**src/rtl/div_pkg.sv**
```systemverilog
// rtl/div_pkg.sv - shared widths, FSM encoding and saturation constant for vedic_div_24by12
package div_pkg;

  // Divisor/quotient/remainder width and dividend (product) width
  localparam int DIV_N   = 12;
  localparam int DIV_A_W = 2 * DIV_N;

  // Saturated quotient returned on overflow or divide-by-zero
  localparam logic [DIV_N-1:0] SAT_ONES = {DIV_N{1'b1}};

  typedef enum logic [1:0] {
    IDLE = 2'd0,
    CALC = 2'd1,
    DONE = 2'd2
  } div_state_t;

endpackage

```
**src/rtl/vedic_div_24by12_sub13.sv**
```systemverilog
// rtl/vedic_div_24by12_sub13.sv - (N+1)-bit trial subtractor, borrow decides the quotient bit
module sub13 #(
  parameter int W = 13
) (
  input  logic [W-1:0] x,
  input  logic [W-1:0] y,
  output logic [W-1:0] diff,
  output logic         borrow
);

  // One extra bit on both operands turns the MSB of the result into the borrow-out
  assign {borrow, diff} = {1'b0, x} - {1'b0, y};

endmodule

```
**src/rtl/vedic_div_24by12.sv**
```systemverilog
// rtl/vedic_div_24by12.sv - iterative restoring divider, 2N-bit dividend by N-bit divisor
module vedic_div_24by12
  import div_pkg::*;
#(
  parameter int N     = DIV_N,
  parameter int CNT_W = 4
) (
  input  logic           clk,
  input  logic           rst_n,
  input  logic           in_valid,
  output logic           in_ready,
  input  logic [2*N-1:0] a,
  input  logic [N-1:0]   b,
  output logic           out_valid,
  input  logic           out_ready,
  output logic [N-1:0]   q,
  output logic [N-1:0]   r,
  output logic           ovf,
  output logic           dbz
);

  div_state_t       state;
  div_state_t       state_nxt;
  logic [CNT_W-1:0] cnt;
  logic [N-1:0]     rem;
  logic [N-1:0]     sh;
  logic [N-1:0]     dvs;
  logic [N:0]       trial_x;
  logic [N:0]       trial_y;
  logic [N:0]       trial_diff;
  logic             trial_borrow;
  logic             accept;
  logic             unused_diff_msb;
  logic             exc;

  // Ready is forced low while reset is held so nothing is taken during reset
  assign in_ready  = rst_n && (state == IDLE);
  assign out_valid = (state == DONE);
  assign accept    = in_valid && in_ready;
  assign r         = rem;
  assign exc       = ovf || dbz;

  // Partial remainder shifted left with the next dividend bit appended
  assign trial_x = {rem, sh[N-1]};
  assign trial_y = {1'b0, dvs};

  sub13 #(.W(N + 1)) u_sub (
    .x      (trial_x),
    .y      (trial_y),
    .diff   (trial_diff),
    .borrow (trial_borrow)
  );

  // rem < divisor always holds, so a non-negative difference fits in N bits
  assign unused_diff_msb = trial_diff[N];

  // State register
  always_ff @(posedge clk or negedge rst_n) begin
    if (!rst_n) begin
      state <= IDLE;
    end else begin
      state <= state_nxt;
    end
  end

  // Next state: exceptions spend a single CALC cycle, normal operands take N iterations
  always_comb begin
    state_nxt = state;
    case (state)
      IDLE: begin
        if (accept) begin
          state_nxt = CALC;
        end
      end
      CALC: begin
        if (exc || (cnt == '0)) begin
          state_nxt = DONE;
        end
      end
      DONE: begin
        if (out_ready) begin
          state_nxt = IDLE;
        end
      end
      default: state_nxt = IDLE;
    endcase
  end

  // Datapath: operand latch, exception decode and one restoring step per CALC cycle
  always_ff @(posedge clk or negedge rst_n) begin
    if (!rst_n) begin
      cnt <= '0;
      rem <= '0;
      sh  <= '0;
      dvs <= '0;
      q   <= '0;
      ovf <= 1'b0;
      dbz <= 1'b0;
    end else begin
      case (state)
        IDLE: begin
          if (accept) begin
            dvs <= b;
            sh  <= a[N-1:0];
            if (b == '0) begin
              dbz <= 1'b1;
              ovf <= 1'b0;
              q   <= SAT_ONES;
              rem <= a[N-1:0];
              cnt <= '0;
            end else if (a[2*N-1:N] >= b) begin
              dbz <= 1'b0;
              ovf <= 1'b1;
              q   <= SAT_ONES;
              rem <= a[N-1:0];
              cnt <= '0;
            end else begin
              dbz <= 1'b0;
              ovf <= 1'b0;
              q   <= '0;
              rem <= a[2*N-1:N];
              cnt <= CNT_W'(N - 1);
            end
          end
        end
        CALC: begin
          if (!exc) begin
            q  <= {q[N-2:0], ~trial_borrow};
            sh <= {sh[N-2:0], 1'b0};
            if (trial_borrow) begin
              rem <= trial_x[N-1:0];
            end else begin
              rem <= trial_diff[N-1:0];
            end
            if (cnt != '0) begin
              cnt <= cnt - CNT_W'(1);
            end
          end
        end
        default: begin
        end
      endcase
    end
  end

endmodule

```
**config.mk**
```make
export PLATFORM = sky130hd
export DESIGN_NAME = vedic_div_24by12
export DESIGN_NICKNAME = d
export VERILOG_FILES = /design/src/rtl/div_pkg.sv /design/src/rtl/vedic_div_24by12_sub13.sv /design/src/rtl/vedic_div_24by12.sv
export SDC_FILE = /design/constraint.sdc
export NUM_CORES = 1
export LEC_CHECK = 0
export ABC_AREA = 1
export CORE_ASPECT_RATIO = 0.9
export CORE_MARGIN = 2
export CORE_UTILIZATION = 49
export CTS_CLUSTER_DIAMETER = 30
export DETAILED_ROUTE_END_ITERATION = 7
export PLACE_DENSITY = 0.78
export SYNTH_ARGS = -nofsm -noshare
export SYNTH_HDL_FRONTEND = slang
export SYNTH_SLANG_ARGS = --single-unit
```
**constraint.sdc**
```tcl
create_clock -name clk -period 1.8 [get_ports clk]
set_input_delay 0.54 -clock clk [delete_from_list [all_inputs] [get_ports clk]]
set_output_delay 0.54 -clock clk [all_outputs]
set_load 0.01 [all_outputs]
```
# Word level (Yosys, flattened, before mapping)

Index checks and enable logic that the tools add are counted.
Widths: inputs -> output; s select.

Bits of input ports: 40
Register bits: 56

Equality and inequality tests: 7
Reduce and logical (&&, ||, !) cells: 13
Order comparisons: 1
Bitwise operators: 1
Add/subtract/negate cells: 2
Muxes and demuxes: 27

Operators by type and width:

| kind                | count |
|---|---|
| $mux 12             | 11 |
| $pmux 12 s2         | 3 |
| $mux 4              | 5 |
| $sub 13x12->14      | 1 |
| $ge 12x12->1        | 1 |
| $logic_not 12->1    | 1 |
| $ne 2x2->1 const B  | 4 |
| $pmux 4 s2          | 1 |
| $mux 2              | 3 |
| $pmux 2 s3          | 1 |
| $reduce_and 3->1    | 2 |
| $logic_not 4->1     | 1 |
| $reduce_and 4->1    | 1 |
| $reduce_bool 4->1   | 1 |
| $sub 4x1->4 const B | 1 |
| $mux 1              | 3 |
| $eq 2x1->1 const B  | 1 |
| $eq 2x2->1 const B  | 1 |
| $logic_and 1x1->1   | 2 |
| $logic_not 2->1     | 1 |
| $logic_or 1x1->1    | 2 |
| $ne 2x1->1 const B  | 1 |
| $reduce_and 2->1    | 1 |
| $reduce_bool 2->1   | 1 |
| $not 1->1           | 1 |

# Depth between registers and ports, before layout

Gate-level depths: netlist of the first run.

Depth in word-level cells: 5
Depth in mapped cells: 16
Gate-level depth less buffers: 15

# Cells and area by module

Synthesis of the first run repeated with hierarchy kept, for this count alone.

Cells, all modules: 606
Area, all modules: 4142.7 µm²

Modules (own cells, without submodules):

| module           | cells an instance | sequential area each (µm²) | instances | area each (µm²) |
|---|---|---|---|---|
| vedic_div_24by12 | 441               | 1401.3                     | 1         | 3310.7 |
| sub13            | 165               | 0.0                        | 1         | 832.0 |

# Least setup slack after synthesis of the first run

Ideal clock, no wire load.

Path kind: input port to flip-flop
From: input b[11]
To: register rem[4], in the netlist r[4]
Path buffers: 1
Stages on the path: 15
Slack: -0.143 ns
Data arrival time: 1.827 ns
Required time: 1.684 ns
Cells stage by stage: inv_1 > ha_1 > nand2_1 > inv_1 > nand2_1 > nand2_1 > a21oi_1 > nand3_1 > buf_4 > nand3_1 > nand2_1 > inv_1 > nand2_1 > nand2_1 > nand2_1

Word-level cells in the longest chain between the ends: 5
Elaborated cells on any way between the ends: 6
Those cells by class: order compare (1); mux (4); reduce/logical (1)

RTL lines:

| item                 | RTL line                | text |
|---|---|---|
| from (decl)          | vedic_div_24by12.sv:13  | `input logic [N-1:0] b,` |
| $ge 12x12->1         | vedic_div_24by12.sv:111 | `end else if (a[2*N-1:N] >= b) begin` |
| $mux 12              | vedic_div_24by12.sv:111 |  |
| $mux 12 *            | vedic_div_24by12.sv:105 | `if (b == '0) begin` |
| $mux 12 *            | vedic_div_24by12.sv:102 | `if (accept) begin` |
| $pmux 12 s2 *        | vedic_div_24by12.sv:100 | `case (state)` |
| to (signal assigned) | vedic_div_24by12.sv:109 | `rem <= a[N-1:0];` |
| to (signal assigned) | vedic_div_24by12.sv:115 | `rem <= a[N-1:0];` |
| to (signal assigned) | vedic_div_24by12.sv:121 | `rem <= a[2*N-1:N];` |
| to (decl)            | vedic_div_24by12.sv:25  | `logic [N-1:0] rem;` |

Every way passes the cells marked *; elsewhere a longest branch is shown, timed or not. The select of a mux whose other input is x is not followed.
A chain may end at the register's enable or synchronous reset.

# Worst setup path after layout of the first run

From: register dvs[4]
To: register rem[10], in the netlist r[10]

Word-level cells in the longest chain between the ends: 4

RTL lines:

| item                   | RTL line                     | text |
|---|---|---|
| from (decl)            | vedic_div_24by12.sv:27       | `logic [N-1:0] dvs;` |
| from (signal assigned) | vedic_div_24by12.sv:95       | `dvs <= '0;` |
| from (signal assigned) | vedic_div_24by12.sv:103      | `dvs <= b;` |
| $sub 13x12->14         | vedic_div_24by12_sub13.sv:12 | `assign {borrow, diff} = {1'b0, x} - {1'b0, y};` |
| $mux 12                | vedic_div_24by12.sv:130      | `if (trial_borrow) begin` |
| $mux 12                | vedic_div_24by12.sv:127      | `if (!exc) begin` |
| $pmux 12 s2            | vedic_div_24by12.sv:100      |  |
| to (signal assigned)   | vedic_div_24by12.sv:109      |  |
| to (signal assigned)   | vedic_div_24by12.sv:131      | `rem <= trial_x[N-1:0];` |
| to (signal assigned)   | vedic_div_24by12.sv:133      | `rem <= trial_diff[N-1:0];` |

Every way passes these cells. The select of a mux whose other input is x is not followed.

==> results.yml, run 1 <==
status:
  outcome: "complete, but fails checks"
  violations: "negative setup slack"
die:
  core_area_um2: 7657
  start_util: 0.5106
  die_w_um: 98.16
  rows: 30
  die_h_um: 88.75
  dieArea_um2: 8711
  num_io_pins: 68
placed_design:
  dpl.hpwl_mm: 8.961
  place_ws_ns: -0.9484
  place_congestion: 1.011
  io_buffers: 67
  place_area_um2: 5554
route:
  drt-pass1-iter-count: 5
  ant_nets: 0
  wl_met2_mm: 6.797
  post_drt_wl_per_cell_um: 16.81
  vias: 4613
  top_layer: "met4"
  wl_met3_um: 924
  drc: 0
  drt_iter0_drc: 390
  vias_per_cell: 5.551
  wl_met1_mm: 5.752
  wl_mm: 13.97
yosys:
  synth_nets: 633
  ys_seq_area_frac: 0.3584
  yosys-top-cells-area: "dfrtp_1 36%, nand2_1 16%, ha_1 8.3%, inv_1 8.1%, nor2_1 6.2%"
  yosysWarnings: 0
  synth.ff_latch_count: 56
  yosysTopAreaCell: "dfrtp_1"
  syn_area_per_cell_um2: 6.908
  synth_area_um2: 3910
  synth_top_area_share: 0.3584
  yosysUniqueCellTypes: 36
  syn_inst: 566
setup_path:
  path_cells: "inv_1 > ha_4 > nand2_1 > nand3b_1 > nand2_2 > nand2_4 > nand2_8 > buf_6 > nand4_1 > nand2_1 > nor2_2 > nor2_1"
  cp_max_fo: 7
  crit_family: "simple AND/OR/NAND/NOR gates"
  worst-path-buf-inv: 2
  crit_cells: 12
  cpPeakStageDelay_ns: 0.39
  start_kind: "flop"
  critPathMostFrequentCell: "nand2_1"
  end_kind: "flop"
  worstPathArrival_ns: 2.30
  worstSetupPathType: "flop to flop"
  critPathSlowestCell: "dfrtp_1"
  required_ns: 2.05
  reg2regPathDepth: 12
timing:
  setup_viol: 27
  worstMarginPinSlew_ns: 0.7292
  setup_ws_ns: -0.2510
  relSlewSlack: 0.5139
  report.final.hold_viol_count: 0
  final.period_utilization: 1.139
  max_freq_ghz: 0.4876
  period_minus_slack_ns: 2.051
  worst_hold_slack_ns: 0.3547
  final_max_slew_viol_count: 0
  finClkSkew_ns: 0.008969
  rsz0062_at_grt: "yes"
  finalSetupTns_ns: -3.187
finish:
  antenna_cells: 0
  fillerInstances: 495
  multiInputGateArea_um2: 2699
  drive_gt1_frac: 0.3973
  syn_to_final_growth_pct: 60.38
  fin_area_um2: 6271
  finalNetCount: 801
  regArea_um2: 1405
clock_network:
  path_clk_slew_ns: 0.11
  cts.sinks: 56
  clkLatencyLatePin_ns: 0.33
  htreeDepth: 2
  cts_tree: "yes"
  postCtsHoldBufs: 0
  max-clock-path-buffers: 2
  cts-root-buf: "clkbuf_8"
  cts_buffers: 5
power:
  power.total_mw: 11.87
  leakagePower_nw: 3.253
  powerDensity_nw_per_um2: 1893
  ir_worst_vdd_mv: 1.020
global_route:
  grt_pass1_wl_mm: 20.04
  grt_max_degree: 57
  overflow: 0
  antenna_found_initial: 0
  grt_pass1_vias: 4237
  grtUsageTotal: 0.2886
min_path:
  min_path_type: "input port to async pin"
flow_run:
  max-cap-violations: 0
registers in the layout, summed over array words and instances (netlist names):
name and cells:
dvs 12, q 12, r 12, sh 12, cnt 4, state 2
dbz 1, ovf 1
Yosys cell counts:
| master | number |
|---|---|
| a21o_1 | 1 |
| a21oi_1 | 13 |
| a21oi_2 | 2 |
| a21oi_4 | 1 |
| a22oi_1 | 2 |
| a31o_2 | 1 |
| and2_1 | 1 |
| and2_4 | 1 |
| buf_1 | 1 |
| buf_2 | 8 |
| buf_4 | 2 |
| clkbuf_1 | 8 |
| dfrtp_1 | 56 |
| fa_1 | 1 |
| ha_1 | 26 |
| inv_1 | 84 |
| inv_2 | 1 |
| inv_6 | 1 |
| nand2_1 | 169 |
| nand2_2 | 4 |
| nand2_4 | 1 |
| nand2_8 | 1 |
| nand3_1 | 36 |
| nand3b_1 | 7 |
| nand4_1 | 10 |
| nor2_1 | 65 |
| nor2_2 | 2 |
| nor2_4 | 1 |
| nor3_1 | 1 |
| nor3_4 | 1 |
| o211ai_1 | 9 |
| o21ai_0 | 42 |
| o22ai_1 | 1 |
| or2_1 | 2 |
| or2_2 | 2 |
| xor2_1 | 2 |
cells in the final DEF (no fill, tap or decap), drive strengths merged, types with 14 or more instances in the layout:
cell           synthesis  routed
nor2                  68      68
nand3                 36      36
clkdlybuf4s50          0      14
clkbuf                 8      16
o21ai                 42      42
dlygate4sd2            0      19
buf                   11     128
nand2                175     175
ha                    26      26
inv                   86      86
a21oi                 16      16
dfrtp                 56      56
final cells by class:
cell class | instances | share of cell area
clock buffers | 5 | 0.01097
clock inverters | 3 | 0.007382
inverters | 86 | 0.06026
multi-input cells | 405 | 0.4304
flip-flops and latches | 56 | 0.2241
well taps | 96 | 0.01915
repair buffers | 180 | 0.2478
kinds of logic after synthesis:
group	count (synthesis)	share of synthesized area
simple gates	304	0.3363
flops	56	0.3584
compound gates	72	0.1059
xor+xnor	2	0.004481
buf+inv	105	0.1066
fa+ha+maj	27	0.08832
path summary, 6_finish.rpt:
check                       start  slack [ns]        to
max in group asynchronous   rst_n        0.91      r[7]
setup reg to reg           dvs[4]       -0.25     r[10]
hold / removal              rst_n        0.35  state[1]
setup / recovery           dvs[4]       -0.25     r[10]
hold reg to reg            dvs[5]        0.50    dvs[5]
min in group clk           dvs[5]        0.50    dvs[5]
power by group:
group	internal, mW	switching, mW	total (mW)
clock	0.420	0.460	0.881
combinational	3.99	4.68	8.67
sequential	1.87	0.448	2.32
routing by layer:
metal	vias to the layer above	track usage
met3	62	0.04344
li1	2123	-
met4	0	0.07721
met1	2193	0.3818
met2	235	0.5025
met5	-	0
stage by stage:
stage            util  instances
2_1_floorplan       -        566
3_3_place_gp   0.7253        794
3_5_place_dp   0.7253        794
4_1_cts        0.7717        820
5_1_grt        0.8190        831
6_report       0.8190        831
what timing repair did:
item / 4_1_cts / 5_1_grt
resized for setup: 149 / 129
endpoints found under the setup margin: 54 / 34
pin swaps: 26 / 46
setup buffers: 16 / 10
gates cloned: 2 / 1
(Power assumes the default switching activity.)
==> run 2: changes to the inputs <==
CAP_MARGIN = 40   (was not set)
GPL_ROUTABILITY_DRIVEN = 0   (was not set)
==> run 2 against run 1 <==
Net effect:
- the run still ends with negative setup slack left
- combinational power about the same
- first-iteration DRC count is 25% higher
- critical path depth unchanged
- critical path type unchanged
- sequential share of layout area down 0.12 points
- die area unchanged
- highest routed layer unchanged
- critical endpoint is now r[2]
- cell count is 0.48% lower
- register-to-register slack about the same
- largest power group unchanged
- non-clock buffer count shrank 4
==> results.yml, run 2 (synthesized netlist as in run 1, its figures left out) <==
clock_network:
  max-clock-path-buffers: 2
  clkLatencyLatePin_ns: 0.33
  cts_tree: "yes"
  cts-root-buf: "clkbuf_8"
  cts_buffers: 5
  postCtsHoldBufs: 0
  htreeDepth: 2
  cts.sinks: 56
  path_clk_slew_ns: 0.10
setup_path:
  critPathMostFrequentCell: "nand2_1"
  end_kind: "flop"
  critPathSlowestCell: "dfrtp_1"
  crit_family: "simple AND/OR/NAND/NOR gates"
  path_cells: "ha_4 > or2_4 > nand3b_1 > nand2_4 > nand2_8 > nand2_8 > clkinv_8 > nor2_2 > nor2_1 > nand2_1 > nand2_1 > nand2_1"
  worstSetupPathType: "flop to flop"
  cpPeakStageDelay_ns: 0.44
  required_ns: 2.02
  cp_max_fo: 8
  worstPathArrival_ns: 2.28
  worst-path-buf-inv: 1
  start_kind: "flop"
power:
  ir_worst_vdd_mv: 0.7955
  powerDensity_nw_per_um2: 1883
  leakagePower_nw: 3.248
die:
  num_io_pins: 68
  die_w_um: 98.16
  start_util: 0.5106
  core_area_um2: 7657
  dieArea_um2: 8711
  die_h_um: 88.75
  rows: 30
timing:
  final_max_slew_viol_count: 0
  finClkSkew_ns: 0.01468
  finalSetupTns_ns: -3.042
  setup_ws_ns: -0.2588
  worst_hold_slack_ns: 0.3683
  worstMarginPinSlew_ns: 0.7479
  setup_viol: 26
  period_minus_slack_ns: 2.059
  final.period_utilization: 1.144
  max_freq_ghz: 0.4857
  rsz0062_at_grt: "yes"
  relSlewSlack: 0.5014
  report.final.hold_viol_count: 0
global_route:
  grt.met3_usage: 0.04344
  overflow: 0
  use_met1: 0.3906
  top_usage_layer: "met2"
  grt_pass1_vias: 4442
  grt_max_degree: 57
  grtUsageTotal: 0.3067
  antenna_found_initial: 0
  met2_usage: 0.5423
  grt_pass1_wl_mm: 21.18
route:
  drt-pass1-iter-count: 8
  vias_per_cell: 5.752
  ant_nets: 0
  drt_iter0_drc: 487
  drc: 0
  wl_mm: 15.06
  post_drt_wl_per_cell_um: 18.21
  vias: 4757
min_path:
  min_path_type: "input port to async pin"
finish:
  finalNetCount: 797
  syn_to_final_growth_pct: 61.25
  layout_commonest_cell: "nand2_1"
  drive_gt1_frac: 0.4008
  post_layout_nonfiller_instances: 827
  layout_common_cells: "141 x nand2_1, 98 x buf_4, 61 x inv_1"
  antenna_cells: 0
placed_design:
  io_buffers: 67
  dpl.hpwl_mm: 9.054
  dp.cells: 792
  place_ws_ns: -0.9426
flow_run:
  max-cap-violations: 0
status:
  violations: "negative setup slack"
  outcome: "complete, but fails checks"
[run 2: worst paths after layout]
path | startpoint | depth (start not counted) | slack (ns) | end
worst max-delay path | r[1] | 12 | -0.26 | r[2]
worst min-delay path | rst_n | 2 | 0.37 | state[0]
worst max register to register | r[1] | 12 | -0.26 | r[2]
worst min register to register | q[11] | 2 | 0.53 | q[11]
max in group asynchronous | rst_n | 2 | 0.88 | r[3]
min in group clk | q[11] | 2 | 0.53 | q[11]
[run 2: timing repair]
item | CTS | global route
endpoints found under the setup margin | 50 | 38
pin swaps | 59 | 59
buffers inserted | 15 | 9
cloned | 3 | 0
gates resized for setup | 184 | 99
[run 2: layout make-up]
cell class                      instances  area, um^2
Clock buffer                            5       68.82
Fill cell                             422        1353
Tap cell                               96       120.1
Clock inverter                          3       47.55
Inverter                               86       377.9
Timing Repair Buffer                  176        1534
Multi-Input combinational cell        405        2751
Sequential cell                        56        1405
[run 2: worst register-to-register path, cell delays in order, from the launching register on]
cell      delay (ns)
dfrtp_1         0.44
ha_4            0.26
or2_4           0.25
nand3b_1        0.17
nand2_4         0.12
nand2_8         0.11
nand2_8         0.11
clkinv_8        0.11
nor2_2          0.04
nor2_1          0.15
nand2_1         0.09
nand2_1         0.06
nand2_1         0.05
[run 2: through the flow]
stage	power (mW)	util	area [um^2]
2_1_floorplan	6.390	-	4173
3_3_place_gp	8.864	0.7185	5502
3_5_place_dp	9.152	0.7185	5502
4_1_cts	10.68	0.7788	5963
5_1_grt	12.68	0.8234	6305
6_report	11.87	0.8234	6305
[run 2: power by group]
group	switching [mW]	total, mW	internal (mW)
Clock	0.459	0.879	0.420
Combinational	4.81	8.65	3.84
Sequential	0.472	2.34	1.87
Total	5.74	11.9	6.13
[run 2: metal layers]
metal	up-vias	routed length, um
li1	2111	-
met4	0	834
met1	2210	5731
met3	98	1163
met2	338	7329
met5	-	0
==> run 3: changes to the inputs <==
PLACE_DENSITY = 0.77   (was 0.78)
REMOVE_ABC_BUFFERS = 1   (was not set)
==> run 3 against run 2 <==
Net effect:
- routed wire length shrank 11%
- highest routed layer unchanged
- critical endpoint is now r[10]
- count of clock-buffer cells in the layout is the same
- total power shrank 7.5%
- the flow still finishes with violations (negative setup slack)
- hold slack lost 0.0090 ns
- global-route usage shrank 2.6 points
==> results.yml, run 3 (synthesized netlist as in run 1, its figures left out) <==
die:
  die_w_um: 98.16
  die_h_um: 88.75
  rows: 30
  start_util: 0.5106
  dieArea_um2: 8711
  core_area_um2: 7657
  num_io_pins: 68
setup_path:
  worstSetupPathType: "flop to flop"
  cpPeakStageDelay_ns: 0.43
  end_kind: "flop"
  worstPathArrival_ns: 2.25
  path_cells: "ha_1 > or2_1 > nand3b_1 > nand2_2 > nand2_4 > nand2_8 > nor2_2 > nand2_1 > nand2_1 > nor2_1 > nor2_1"
  ff2ff_setup_slack_ns: -0.19
  critPathSlowestCell: "dfrtp_1"
  start_kind: "flop"
  reg2regPathDepth: 11
  cp_max_fo: 7
  required_ns: 2.05
  reg2reg_to: "r[10]"
  r2r_start: "r[1]"
timing:
  worstMarginPinSlew_ns: 0.7318
  period_minus_slack_ns: 1.994
  report.final.hold_viol_count: 0
  worst_hold_slack_ns: 0.3592
  finClkSkew_ns: 0.01161
  setup_ws_ns: -0.1943
  setup_viol: 25
  rsz0062_at_grt: "yes"
  final.period_utilization: 1.108
  relSlewSlack: 0.5122
  final_max_slew_viol_count: 0
  max_freq_ghz: 0.5014
power:
  powerDensity_nw_per_um2: 1808
  power.total_mw: 10.98
  leakagePower_nw: 3.206
  ir_worst_vdd_mv: 0.8278
clock_network:
  htreeDepth: 2
  max-clock-path-buffers: 2
  clkLatencyLatePin_ns: 0.32
  cts_tree: "yes"
  path_clk_slew_ns: 0.12
  postCtsHoldBufs: 0
  cts.sinks: 56
  cts-root-buf: "clkbuf_8"
  cts_buffers: 5
global_route:
  grt.met3_usage: 0.04186
  antenna_found_initial: 0
  grt_pass1_wl_mm: 19.67
  use_met1: 0.3614
  grt_max_degree: 57
  grtUsageTotal: 0.2804
  overflow: 0
  met2_usage: 0.5019
  grt_pass1_vias: 4191
  top_usage_layer: "met2"
route:
  drt_iter0_drc: 343
  drt-pass1-iter-count: 5
  vias_per_cell: 5.397
  vias: 4420
  post_drt_wl_per_cell_um: 16.38
  wl_mm: 13.41
  drc: 0
  ant_nets: 0
flow_run:
  max-cap-violations: 0
finish:
  layout_common_cells: "143 x nand2_1, 87 x buf_4, 70 x inv_1"
  layout_commonest_cell: "nand2_1"
  antenna_cells: 0
  post-route-util: 0.7931
  drive_gt1_frac: 0.3444
  syn_to_final_growth_pct: 55.33
  finalNetCount: 789
placed_design:
  io_buffers: 67
  place_ws_ns: -0.9652
  dpl.hpwl_mm: 8.375
min_path:
  min_path_type: "input port to async pin"
status:
  outcome: "complete, but fails checks"
  violations: "negative setup slack"
## run 3: worst max path at each step
stage | cells past startpoint | from | to | slack, ns
after global routing | 13 | r[4] | r[10] | -0.33
after floorplan | 5 | state[1] | q[0] | -1.62
final | 11 | r[1] | r[10] | -0.19
after global placement | 12 | b[5] | q[9] | -0.84
after detailed placement | 12 | b[5] | q[3] | -0.97
after CTS | 12 | r[6] | r[0] | -0.13
## run 3: timing repair
action,CTS,global route
setup buffers,10,11
setup endpoints to repair,43,45
pin swaps,37,41
gates resized for setup,170,97
gates cloned,2,0
## run 3: worst max-delay path: cells and delay by family, from the launching register on
family / cells / cell delay [ns]
simple gates: 10 / 1.17
flops: 1 / 0.43
fa+ha+maj: 1 / 0.31
## run 3: area by class of cell
class                      instances  area [um^2]
clock inverter                     3        26.28
multi-input combinational        406         2610
clock buffer                       5        68.82
sequential                        56         1401
tap                               96        120.1
timing repair buffer             167         1499
inverter                          86        347.8
fill                             490         1584
## run 3: layer usage
| metal | up-vias | wire (um) |
|---|---|---|
| met3 | 36 | 1116 |
| met4 | 0 | 338 |
| li1 | 2099 | - |
| met1 | 2049 | 5234 |
| met5 | - | 0 |
| met2 | 236 | 6726 |
## run 3: per-stage QoR
step | instance area [um^2] | TNS, ns | instances
2_1_floorplan | 3821 | -54.74 | 547
3_3_place_gp | 5245 | -22.00 | 788
3_5_place_dp | 5245 | -24.04 | 788
4_1_cts | 5640 | -1.204 | 808
5_1_grt | 6073 | -3.468 | 819
6_report | 6073 | -2.088 | 819
## run 3: power breakdown
part	internal, mW	switching [mW]	leakage, nW
Clock	0.286	0.466	0.0487
Sequential	1.87	0.359	0.689
Combinational	3.63	4.38	2.47
Total	5.78	5.20	3.21
